### config.mk
export PLATFORM = sky130hd
export DESIGN_NAME = hazard_ctrl_flat
export DESIGN_NICKNAME = d
export VERILOG_FILES = /design/src/rtl/hazard_ctrl_pkg.sv /design/src/rtl/hazard_ctrl_if.sv /design/src/rtl/hazard_ctrl_perf_cnt.sv /design/src/rtl/hazard_ctrl.sv /design/src/flat_wrapper.sv
export SDC_FILE = /design/constraint.sdc
export NUM_CORES = 1
export LEC_CHECK = 0
export ABC_AREA = 1
export CORE_MARGIN = 8
export CORE_UTILIZATION = 30
export CTS_BUF_LIST = sky130_fd_sc_hd__clkbuf_16
export CTS_CLUSTER_SIZE = 16
export DETAILED_ROUTE_END_ITERATION = 8
export DONT_BUFFER_PORTS = 1
export HOLD_SLACK_MARGIN = 0.12
export PLACE_DENSITY = 0.53
export SETUP_SLACK_MARGIN = 0.02
export SLEW_MARGIN = 20
export SYNTH_ARGS = -nofsm -noshare
export SYNTH_HDL_FRONTEND = slang
export SYNTH_SLANG_ARGS = --single-unit
### constraint.sdc
create_clock -name clk -period 2.2 [get_ports clk]
set_input_delay 0.22 -clock clk [delete_from_list [all_inputs] [get_ports clk]]
set_output_delay 0.22 -clock clk [all_outputs]
set_load 0.1 [all_outputs]
### src/rtl/hazard_ctrl_pkg.sv
// Shared types and constants for the pipeline hazard sequencer.
// Imported by the interface, the sequencer and its counter block.
package hazard_ctrl_pkg;

  localparam int REG_ADDR_WIDTH = 5;
  localparam int HZ_CNT_WIDTH   = 32;

  typedef enum logic {
    S_RUN      = 1'b0,
    S_MDU_BUSY = 1'b1
  } hazard_state_e;

  // Hold/bubble pair for one pipeline register.
  typedef struct packed {
    logic stall;
    logic flush;
  } pipe_ctrl_t;

endpackage

### src/rtl/hazard_ctrl_if.sv
// Hazard sources from the pipeline and per-stage stall/flush strobes back to it.
// The pipeline side is the master; the hazard sequencer is the slave.
interface hazard_ctrl_if;
  import hazard_ctrl_pkg::*;

  logic [REG_ADDR_WIDTH-1:0] id_rs1_addr;
  logic [REG_ADDR_WIDTH-1:0] id_rs2_addr;
  logic                      id_uses_rs1;
  logic                      id_uses_rs2;
  logic [REG_ADDR_WIDTH-1:0] id_ex_rd_addr;
  logic                      id_ex_mem_read;
  logic                      ex_mdu_start;
  logic                      mdu_done;
  logic                      ex_redirect;
  logic                      dmem_req;
  logic                      dmem_ready;

  logic pc_stall;
  logic if_id_stall;
  logic id_ex_stall;
  logic ex_mem_stall;
  logic mem_wb_stall;
  logic if_id_flush;
  logic id_ex_flush;
  logic ex_mem_flush;
  logic mem_wb_flush;

  modport master (
    output id_rs1_addr, id_rs2_addr, id_uses_rs1, id_uses_rs2,
           id_ex_rd_addr, id_ex_mem_read, ex_mdu_start, mdu_done,
           ex_redirect, dmem_req, dmem_ready,
    input  pc_stall, if_id_stall, id_ex_stall, ex_mem_stall, mem_wb_stall,
           if_id_flush, id_ex_flush, ex_mem_flush, mem_wb_flush
  );

  modport slave (
    input  id_rs1_addr, id_rs2_addr, id_uses_rs1, id_uses_rs2,
           id_ex_rd_addr, id_ex_mem_read, ex_mdu_start, mdu_done,
           ex_redirect, dmem_req, dmem_ready,
    output pc_stall, if_id_stall, id_ex_stall, ex_mem_stall, mem_wb_stall,
           if_id_flush, id_ex_flush, ex_mem_flush, mem_wb_flush
  );

endinterface

### src/rtl/hazard_ctrl_perf_cnt.sv
// Stall/redirect statistics and the MDU watchdog for the hazard sequencer.
// Counters wrap; the watchdog flag is sticky until reset.
module hazard_ctrl_perf_cnt #(
  parameter int MDU_MAX_CYCLES = 64,
  parameter int CNT_WIDTH      = 32
) (
  input  logic                 clk,
  input  logic                 rst,
  input  logic                 stall_event,
  input  logic                 redirect_event,
  input  logic                 mdu_enter,
  input  logic                 mdu_busy,
  output logic [CNT_WIDTH-1:0] stall_cycles,
  output logic [CNT_WIDTH-1:0] redirect_count,
  output logic                 mdu_timeout
);

  localparam int WD_W = $clog2(MDU_MAX_CYCLES + 1);
  localparam logic [WD_W-1:0] WD_MAX  = WD_W'(MDU_MAX_CYCLES);
  localparam logic [WD_W-1:0] WD_LAST = WD_W'(MDU_MAX_CYCLES - 1);

  logic [WD_W-1:0] mdu_cnt;

  // NOTE: sequential state uses non-blocking assignments so every register
  // samples the pre-edge value of the others, independent of statement order.
  always_ff @(posedge clk or posedge rst) begin
    if (rst) begin
      stall_cycles   <= '0;
      redirect_count <= '0;
      mdu_cnt        <= '0;
      mdu_timeout    <= 1'b0;
    end else begin
      if (stall_event)    stall_cycles   <= stall_cycles + CNT_WIDTH'(1);
      if (redirect_event) redirect_count <= redirect_count + CNT_WIDTH'(1);

      // Saturates at the limit so a very long wait cannot wrap back below it.
      if (mdu_enter)
        mdu_cnt <= '0;
      else if (mdu_busy && mdu_cnt != WD_MAX)
        mdu_cnt <= mdu_cnt + WD_W'(1);

      if (mdu_busy && mdu_cnt == WD_LAST) mdu_timeout <= 1'b1;
    end
  end

endmodule

### src/rtl/hazard_ctrl.sv
// Pipeline hazard sequencer: prioritised per-stage stall/flush strobes for
// data-memory waits, MUL/DIV occupancy, EX redirects and load-use hazards.
module hazard_ctrl
  import hazard_ctrl_pkg::*;
#(
  parameter int MDU_MAX_CYCLES = 64,
  parameter int CNT_WIDTH      = HZ_CNT_WIDTH
) (
  input  logic                 clk,
  input  logic                 rst,
  hazard_ctrl_if.slave         hz,
  output hazard_state_e        ctrl_state,
  output logic [CNT_WIDTH-1:0] stall_cycles,
  output logic [CNT_WIDTH-1:0] redirect_count,
  output logic                 mdu_timeout
);

  logic       dstall;
  logic       load_use;
  logic       mdu_stall;
  logic       mdu_enter;
  logic       mdu_release;
  logic       redirect_apply;
  logic       done_pending;
  logic       pc_hold;
  pipe_ctrl_t if_id_c, id_ex_c, ex_mem_c, mem_wb_c;

  assign dstall   = hz.dmem_req & ~hz.dmem_ready;
  assign load_use = hz.id_ex_mem_read && (hz.id_ex_rd_addr != '0) &&
                    ((hz.id_uses_rs1 && hz.id_ex_rd_addr == hz.id_rs1_addr) ||
                     (hz.id_uses_rs2 && hz.id_ex_rd_addr == hz.id_rs2_addr));

  // A same-cycle done (1-cycle op) never stalls; the release cycle lets EX advance.
  assign mdu_enter   = (ctrl_state == S_RUN) && hz.ex_mdu_start && !hz.mdu_done;
  assign mdu_release = (ctrl_state == S_MDU_BUSY) && (hz.mdu_done || done_pending) && !dstall;
  assign mdu_stall   = mdu_enter ||
                       ((ctrl_state == S_MDU_BUSY) && !(hz.mdu_done || done_pending));

  assign redirect_apply = !dstall && !mdu_stall && hz.ex_redirect;

  // NOTE: every signal gets a default at the top of always_comb so that no
  // branch can leave it unassigned and infer a latch.
  always_comb begin
    pc_hold  = 1'b0;
    if_id_c  = '0;
    id_ex_c  = '0;
    ex_mem_c = '0;
    mem_wb_c = '0;
    if (dstall) begin
      pc_hold        = 1'b1;
      if_id_c.stall  = 1'b1;
      id_ex_c.stall  = 1'b1;
      ex_mem_c.stall = 1'b1;
      mem_wb_c.flush = 1'b1;
    end else if (mdu_stall) begin
      pc_hold        = 1'b1;
      if_id_c.stall  = 1'b1;
      id_ex_c.stall  = 1'b1;
      ex_mem_c.flush = 1'b1;
    end else if (hz.ex_redirect) begin
      // The ID instruction is on the wrong path, so any load-use hit is moot.
      if_id_c.flush = 1'b1;
      id_ex_c.flush = 1'b1;
    end else if (load_use) begin
      pc_hold       = 1'b1;
      if_id_c.stall = 1'b1;
      id_ex_c.flush = 1'b1;
    end
  end

  // Strobes are forced quiet while reset is held, not just after the next edge.
  assign hz.pc_stall     = pc_hold        & ~rst;
  assign hz.if_id_stall  = if_id_c.stall  & ~rst;
  assign hz.id_ex_stall  = id_ex_c.stall  & ~rst;
  assign hz.ex_mem_stall = ex_mem_c.stall & ~rst;
  assign hz.mem_wb_stall = mem_wb_c.stall & ~rst;
  assign hz.if_id_flush  = if_id_c.flush  & ~rst;
  assign hz.id_ex_flush  = id_ex_c.flush  & ~rst;
  assign hz.ex_mem_flush = ex_mem_c.flush & ~rst;
  assign hz.mem_wb_flush = mem_wb_c.flush & ~rst;

  always_ff @(posedge clk or posedge rst) begin
    if (rst) begin
      ctrl_state   <= S_RUN;
      done_pending <= 1'b0;
    end else begin
      unique case (ctrl_state)
        S_RUN: begin
          if (mdu_enter) ctrl_state <= S_MDU_BUSY;
        end
        S_MDU_BUSY: begin
          if (mdu_release) begin
            ctrl_state   <= S_RUN;
            done_pending <= 1'b0;
          end else if (hz.mdu_done) begin
            // Result arrived while MEM was frozen; remember it until EX can move.
            done_pending <= 1'b1;
          end
        end
        default: ctrl_state <= S_RUN;
      endcase
    end
  end

  hazard_ctrl_perf_cnt #(
    .MDU_MAX_CYCLES(MDU_MAX_CYCLES),
    .CNT_WIDTH     (CNT_WIDTH)
  ) u_perf_cnt (
    .clk           (clk),
    .rst           (rst),
    .stall_event   (pc_hold),
    .redirect_event(redirect_apply),
    .mdu_enter     (mdu_enter),
    .mdu_busy      (ctrl_state == S_MDU_BUSY),
    .stall_cycles  (stall_cycles),
    .redirect_count(redirect_count),
    .mdu_timeout   (mdu_timeout)
  );

endmodule

### src/flat_wrapper.sv
// flat-port wrapper written by rule: the top's interface ports become plain ports
module hazard_ctrl_flat import hazard_ctrl_pkg::*;
#(
  parameter int MDU_MAX_CYCLES = 64,
  parameter int CNT_WIDTH      = HZ_CNT_WIDTH
)
  (clk, rst, ctrl_state, stall_cycles, redirect_count, mdu_timeout, hz_id_rs1_addr, hz_id_rs2_addr, hz_id_uses_rs1, hz_id_uses_rs2, hz_id_ex_rd_addr, hz_id_ex_mem_read, hz_ex_mdu_start, hz_mdu_done, hz_ex_redirect, hz_dmem_req, hz_dmem_ready, hz_pc_stall, hz_if_id_stall, hz_id_ex_stall, hz_ex_mem_stall, hz_mem_wb_stall, hz_if_id_flush, hz_id_ex_flush, hz_ex_mem_flush, hz_mem_wb_flush);
  hazard_ctrl_if hz_i ();
  input  logic clk;
  input  logic rst;
  output hazard_state_e ctrl_state;
  output logic [CNT_WIDTH-1:0] stall_cycles;
  output logic [CNT_WIDTH-1:0] redirect_count;
  output logic mdu_timeout;
  input wire logic [$bits(hz_i.id_rs1_addr)-1:0] hz_id_rs1_addr;
  input wire logic [$bits(hz_i.id_rs2_addr)-1:0] hz_id_rs2_addr;
  input wire logic [$bits(hz_i.id_uses_rs1)-1:0] hz_id_uses_rs1;
  input wire logic [$bits(hz_i.id_uses_rs2)-1:0] hz_id_uses_rs2;
  input wire logic [$bits(hz_i.id_ex_rd_addr)-1:0] hz_id_ex_rd_addr;
  input wire logic [$bits(hz_i.id_ex_mem_read)-1:0] hz_id_ex_mem_read;
  input wire logic [$bits(hz_i.ex_mdu_start)-1:0] hz_ex_mdu_start;
  input wire logic [$bits(hz_i.mdu_done)-1:0] hz_mdu_done;
  input wire logic [$bits(hz_i.ex_redirect)-1:0] hz_ex_redirect;
  input wire logic [$bits(hz_i.dmem_req)-1:0] hz_dmem_req;
  input wire logic [$bits(hz_i.dmem_ready)-1:0] hz_dmem_ready;
  output wire logic [$bits(hz_i.pc_stall)-1:0] hz_pc_stall;
  output wire logic [$bits(hz_i.if_id_stall)-1:0] hz_if_id_stall;
  output wire logic [$bits(hz_i.id_ex_stall)-1:0] hz_id_ex_stall;
  output wire logic [$bits(hz_i.ex_mem_stall)-1:0] hz_ex_mem_stall;
  output wire logic [$bits(hz_i.mem_wb_stall)-1:0] hz_mem_wb_stall;
  output wire logic [$bits(hz_i.if_id_flush)-1:0] hz_if_id_flush;
  output wire logic [$bits(hz_i.id_ex_flush)-1:0] hz_id_ex_flush;
  output wire logic [$bits(hz_i.ex_mem_flush)-1:0] hz_ex_mem_flush;
  output wire logic [$bits(hz_i.mem_wb_flush)-1:0] hz_mem_wb_flush;
  assign hz_i.id_rs1_addr = hz_id_rs1_addr;
  assign hz_i.id_rs2_addr = hz_id_rs2_addr;
  assign hz_i.id_uses_rs1 = hz_id_uses_rs1;
  assign hz_i.id_uses_rs2 = hz_id_uses_rs2;
  assign hz_i.id_ex_rd_addr = hz_id_ex_rd_addr;
  assign hz_i.id_ex_mem_read = hz_id_ex_mem_read;
  assign hz_i.ex_mdu_start = hz_ex_mdu_start;
  assign hz_i.mdu_done = hz_mdu_done;
  assign hz_i.ex_redirect = hz_ex_redirect;
  assign hz_i.dmem_req = hz_dmem_req;
  assign hz_i.dmem_ready = hz_dmem_ready;
  assign hz_pc_stall = hz_i.pc_stall;
  assign hz_if_id_stall = hz_i.if_id_stall;
  assign hz_id_ex_stall = hz_i.id_ex_stall;
  assign hz_ex_mem_stall = hz_i.ex_mem_stall;
  assign hz_mem_wb_stall = hz_i.mem_wb_stall;
  assign hz_if_id_flush = hz_i.if_id_flush;
  assign hz_id_ex_flush = hz_i.id_ex_flush;
  assign hz_ex_mem_flush = hz_i.ex_mem_flush;
  assign hz_mem_wb_flush = hz_i.mem_wb_flush;
  hazard_ctrl #(.MDU_MAX_CYCLES(MDU_MAX_CYCLES), .CNT_WIDTH(CNT_WIDTH)) u_core (.clk(clk), .rst(rst), .hz(hz_i), .ctrl_state(ctrl_state), .stall_cycles(stall_cycles), .redirect_count(redirect_count), .mdu_timeout(mdu_timeout));
endmodule
==> results.sh <==
export IMPL_postSynthCellCount=725
export IMPL_post_synth_num_cell_types=30
export IMPL_floorplan_die_area_um2=20600
export IMPL_final_hold_slack_ns=0.177
export IMPL_synth_seq_cells=74
export IMPL_maxSlewViolCount=0
export IMPL_hold_viol_final=0
export IMPL_largest_vdd_supply_drop_uv=657
export IMPL_timing_setup_critical_path_class="reg2out"
export IMPL_maxSlewHeadroom_pct=60.6
export IMPL_mappedNetlistArea_um2=4870
export IMPL_crit_path_max_fanout=11
export IMPL_synth_yosys_warnings=0
export IMPL_detailedRoute_firstPassIterationCount=4
export IMPL_finish_net_count=834
export IMPL_ff_latch_area_um2=1860
export IMPL_syn_area_per_cell_um2=6.72
export IMPL_largest_area_contributor_in_the_netlist="dfrtp_1"
export IMPL_routed_wl_met2_um=6640
export IMPL_final_period_utilization_pct=90.3
export IMPL_num_antenna_cells=0
export IMPL_htree_num_levels=3
export IMPL_clkSinkCount=74
export IMPL_synth_edf_count=0
export IMPL_die_y_um=143
export IMPL_place_gp_congestion=0.866
export IMPL_drc=0
export IMPL_total_wire_length_um=14300
export IMPL_via_count=4660
export IMPL_synth_top_flop_cell="dfrtp_1"
export IMPL_setup_worst_path_start_class="flip-flop"
export IMPL_m1WireLength_um=6550
export IMPL_topRoutingLayerUsed="met4"
export IMPL_detail_route_iter0_violations=237
export IMPL_ioPinCount=100
export IMPL_final_setup_skew_ns=0.0136
export IMPL_max_cap_violations=0
export IMPL_p_leak_uw=0.00298
export IMPL_cts_made_buffers=9
export IMPL_grt_start_max_net_pins=43
export IMPL_total_length_of_routed_met3_wires_um=890
export IMPL_globalRouteOverflowTotal=0
export IMPL_number_of_global_route_vias_before_repair=4494
export IMPL_initial_core_util_pct=30.6
export IMPL_critPathRequiredTime_ns=1.98
export IMPL_max_freq_mhz=503
export IMPL_synthDominantCellAreaShare_pct=38.0
export IMPL_power_density_nw_per_um2=839
export IMPL_first_pass_grt_wire_length_um=23400
export IMPL_area_growth_pct=25.3
export IMPL_detailed_place_hpwl_um=11100
export IMPL_post_drt_wl_per_cell_um=14.0
export IMPL_end_kind="primary output"
export IMPL_postSynth_asyncResetShare_pct=100
export IMPL_setup_tns_ns=0
export IMPL_nets_in_the_synthesized_netlist=754
export IMPL_vias_per_cell=4.54
export IMPL_worstPathArrival_ns=1.77
export IMPL_ant_nets=0
export IMPL_report_final_setup_viol=0
export IMPL_fillCellCount=1702
export IMPL_cts_root_buffer_cell="clkbuf_16"
export IMPL_post_synth_main_area_contributors="dfrtp_1 38%, nand2_1 23%, nor2_1 7.3%"
export IMPL_finalWorstPathRequiredPeriod_ns=1.99
export IMPL_grt_use_total_pct=14.4
export IMPL_rsz0062_at_grt="no"
export IMPL_share_of_synthesized_area_occupied_by_flip_flops_and_latches_pct=38.0
export IMPL_hold_path_class="in2reg"
export IMPL_clock_path_buffers=2
export IMPL_die_w_um=143
export IMPL_core_rowCount=46
export IMPL_fraction_of_layout_cells_with_a_size_suffix_above_1_pct=15.4
export IMPL_clkLatencyLatePin_ns=0.34
export IMPL_run_status="completed"
export IMPL_multi_input_area_um2=2720
export IMPL_clock_transition_at_path_regs_ns=0.06
export IMPL_tightest_slew_ns=0.592
export IMPL_antenna_found_initial=0
export IMPL_tritoncts="yes"
export IMPL_buffer_ports_inserted=0
export IMPL_design_core_area_um2=15900
[routing by layer]
| metal | up-vias | global-route usage (%) |
|---|---|---|
| met4 | 0 | 4.93 |
| met1 | 2123 | 17.5 |
| met5 | - | 0 |
| met3 | 16 | 3.98 |
| li1 | 2424 | - |
| met2 | 97 | 24.1 |
[Yosys cell counts (2+ instances only)]
| library cell | n |
|---|---|
| nand2_1 | 302 |
| nor2_1 | 95 |
| dfrtp_1 | 74 |
| inv_1 | 62 |
| nand3_1 | 57 |
| xor2_1 | 25 |
| nand3b_1 | 16 |
| nand4_1 | 15 |
| nor3_1 | 12 |
| xnor2_1 | 10 |
| buf_4 | 9 |
| o21ai_0 | 9 |
| buf_2 | 7 |
| a21oi_1 | 4 |
| ha_1 | 4 |
| inv_2 | 3 |
| nor2_2 | 3 |
| nand2_2 | 2 |
| nand2_4 | 2 |
| nor2_4 | 2 |
| nor3_2 | 2 |
| o22ai_1 | 2 |
[area by class of cell]
class | instances | share of cell area, %
Multi-Input combinational cell | 568 | 44.5
Sequential cell | 74 | 30.5
Timing Repair Buffer | 86 | 11.7
Tap cell | 216 | 4.43
Inverter | 66 | 4.16
Clock buffer | 9 | 3.69
Clock inverter | 7 | 1.03
[cells by family (layout without fill, tap and decap cells)]
kind of cell | Yosys count | in the layout | synth area share [%]
buf+inv | 83 | 168 | 7.48
compound gates | 17 | 17 | 1.85
simple gates | 511 | 511 | 45.2
fa+ha+maj | 4 | 4 | 1.03
flops | 74 | 74 | 38.0
other cells | 1 | 1 | 0.0770
xor+xnor | 35 | 35 | 6.30
[metrics by stage]
stage | setup WS [ns] | utilization, % | instances | total power, µW | area [µm²]
global route | 0.129 | 38.4 | 1026 | 5380 | 6100
CTS | 0.0855 | 38.2 | 1023 | 5190 | 6080
global placement | 0.440 | 36.2 | 1004 | 3700 | 5760
floorplan | -0.374 | - | 725 | 3270 | 4940
detailed placement | 0.416 | 36.2 | 1004 | 3700 | 5760
finish | 0.214 | 38.4 | 1026 | 5120 | 6100
[final timing paths]
| kind | from | depth (start not counted) | endpoint | slack, ns |
|---|---|---|---|---|
| max | u_core.ctrl_state | 7 | hz_if_id_flush | 0.21 |
| min | hz_mdu_done | 4 | u_core.u_perf_cnt.mdu_cnt[5] | 0.18 |
| max reg2reg | u_core.ctrl_state | 10 | u_core.u_perf_cnt.redirect_count[24] | 0.31 |
| min reg2reg | u_core.u_perf_cnt.mdu_cnt[6] | 1 | u_core.u_perf_cnt.mdu_timeout | 0.50 |
| max in group asynchronous | rst | 3 | u_core.u_perf_cnt.stall_cycles[0] | 1.16 |
| min in group asynchronous | rst | 3 | u_core.u_perf_cnt.redirect_count[5] | 0.51 |
[sequential cells by signal (all words and copies together) (netlist names)]
register / cells
u_core.ctrl_state: 1
u_core.u_perf_cnt.redirect_count: 32
u_core.u_perf_cnt.stall_cycles: 32
u_core.u_perf_cnt.mdu_timeout: 1
u_core.done_pending: 1
u_core.u_perf_cnt.mdu_cnt: 7
[worst max-delay path, stage by stage (launching register included)]
cell	delay (ns)
dfrtp_4	0.50
nand2_1	0.12
nand2_4	0.08
nor2_8	0.14
nand2_8	0.08
buf_4	0.20
nor2_4	0.12
buf_12	0.18
[power by group]
group          internal, µW  switching [µW]  total (µW)  leakage (µW)
clock network           866             582        1450      0.000142
registers              1530             198        1720      0.000975
logic                   419            1530        1950       0.00187
total                  2810            2310        5120       0.00298
[cell usage in the layout, fill, tap and decap left out, types with 3 or more instances in the layout]
master | netlist | final
inv_1 | 62 | 62
buf_4 | 9 | 79
nor3_1 | 12 | 10
nand3b_1 | 16 | 16
nor2_4 | 2 | 5
nand2_1 | 302 | 301
nor3_4 | 1 | 3
o21ai_0 | 9 | 9
xor2_1 | 25 | 25
clkbuf_16 | 0 | 9
dfrtp_2 | 0 | 3
nor2_1 | 95 | 93
dfrtp_1 | 74 | 70
xnor2_1 | 10 | 10
buf_12 | 0 | 3
inv_2 | 3 | 3
dlygate4sd3_1 | 0 | 3
a21oi_1 | 4 | 4
nand4_1 | 15 | 15
nand3_1 | 57 | 57
ha_1 | 4 | 4
nand2_4 | 2 | 3
[timing repair]
action	CTS	global route
setup buffers	0	3
setup endpoints to repair	0	2
hold endpoints to repair	77	0
resized for setup	0	0
hold buffers	3	0
Power figures use the tool's default switching activity.
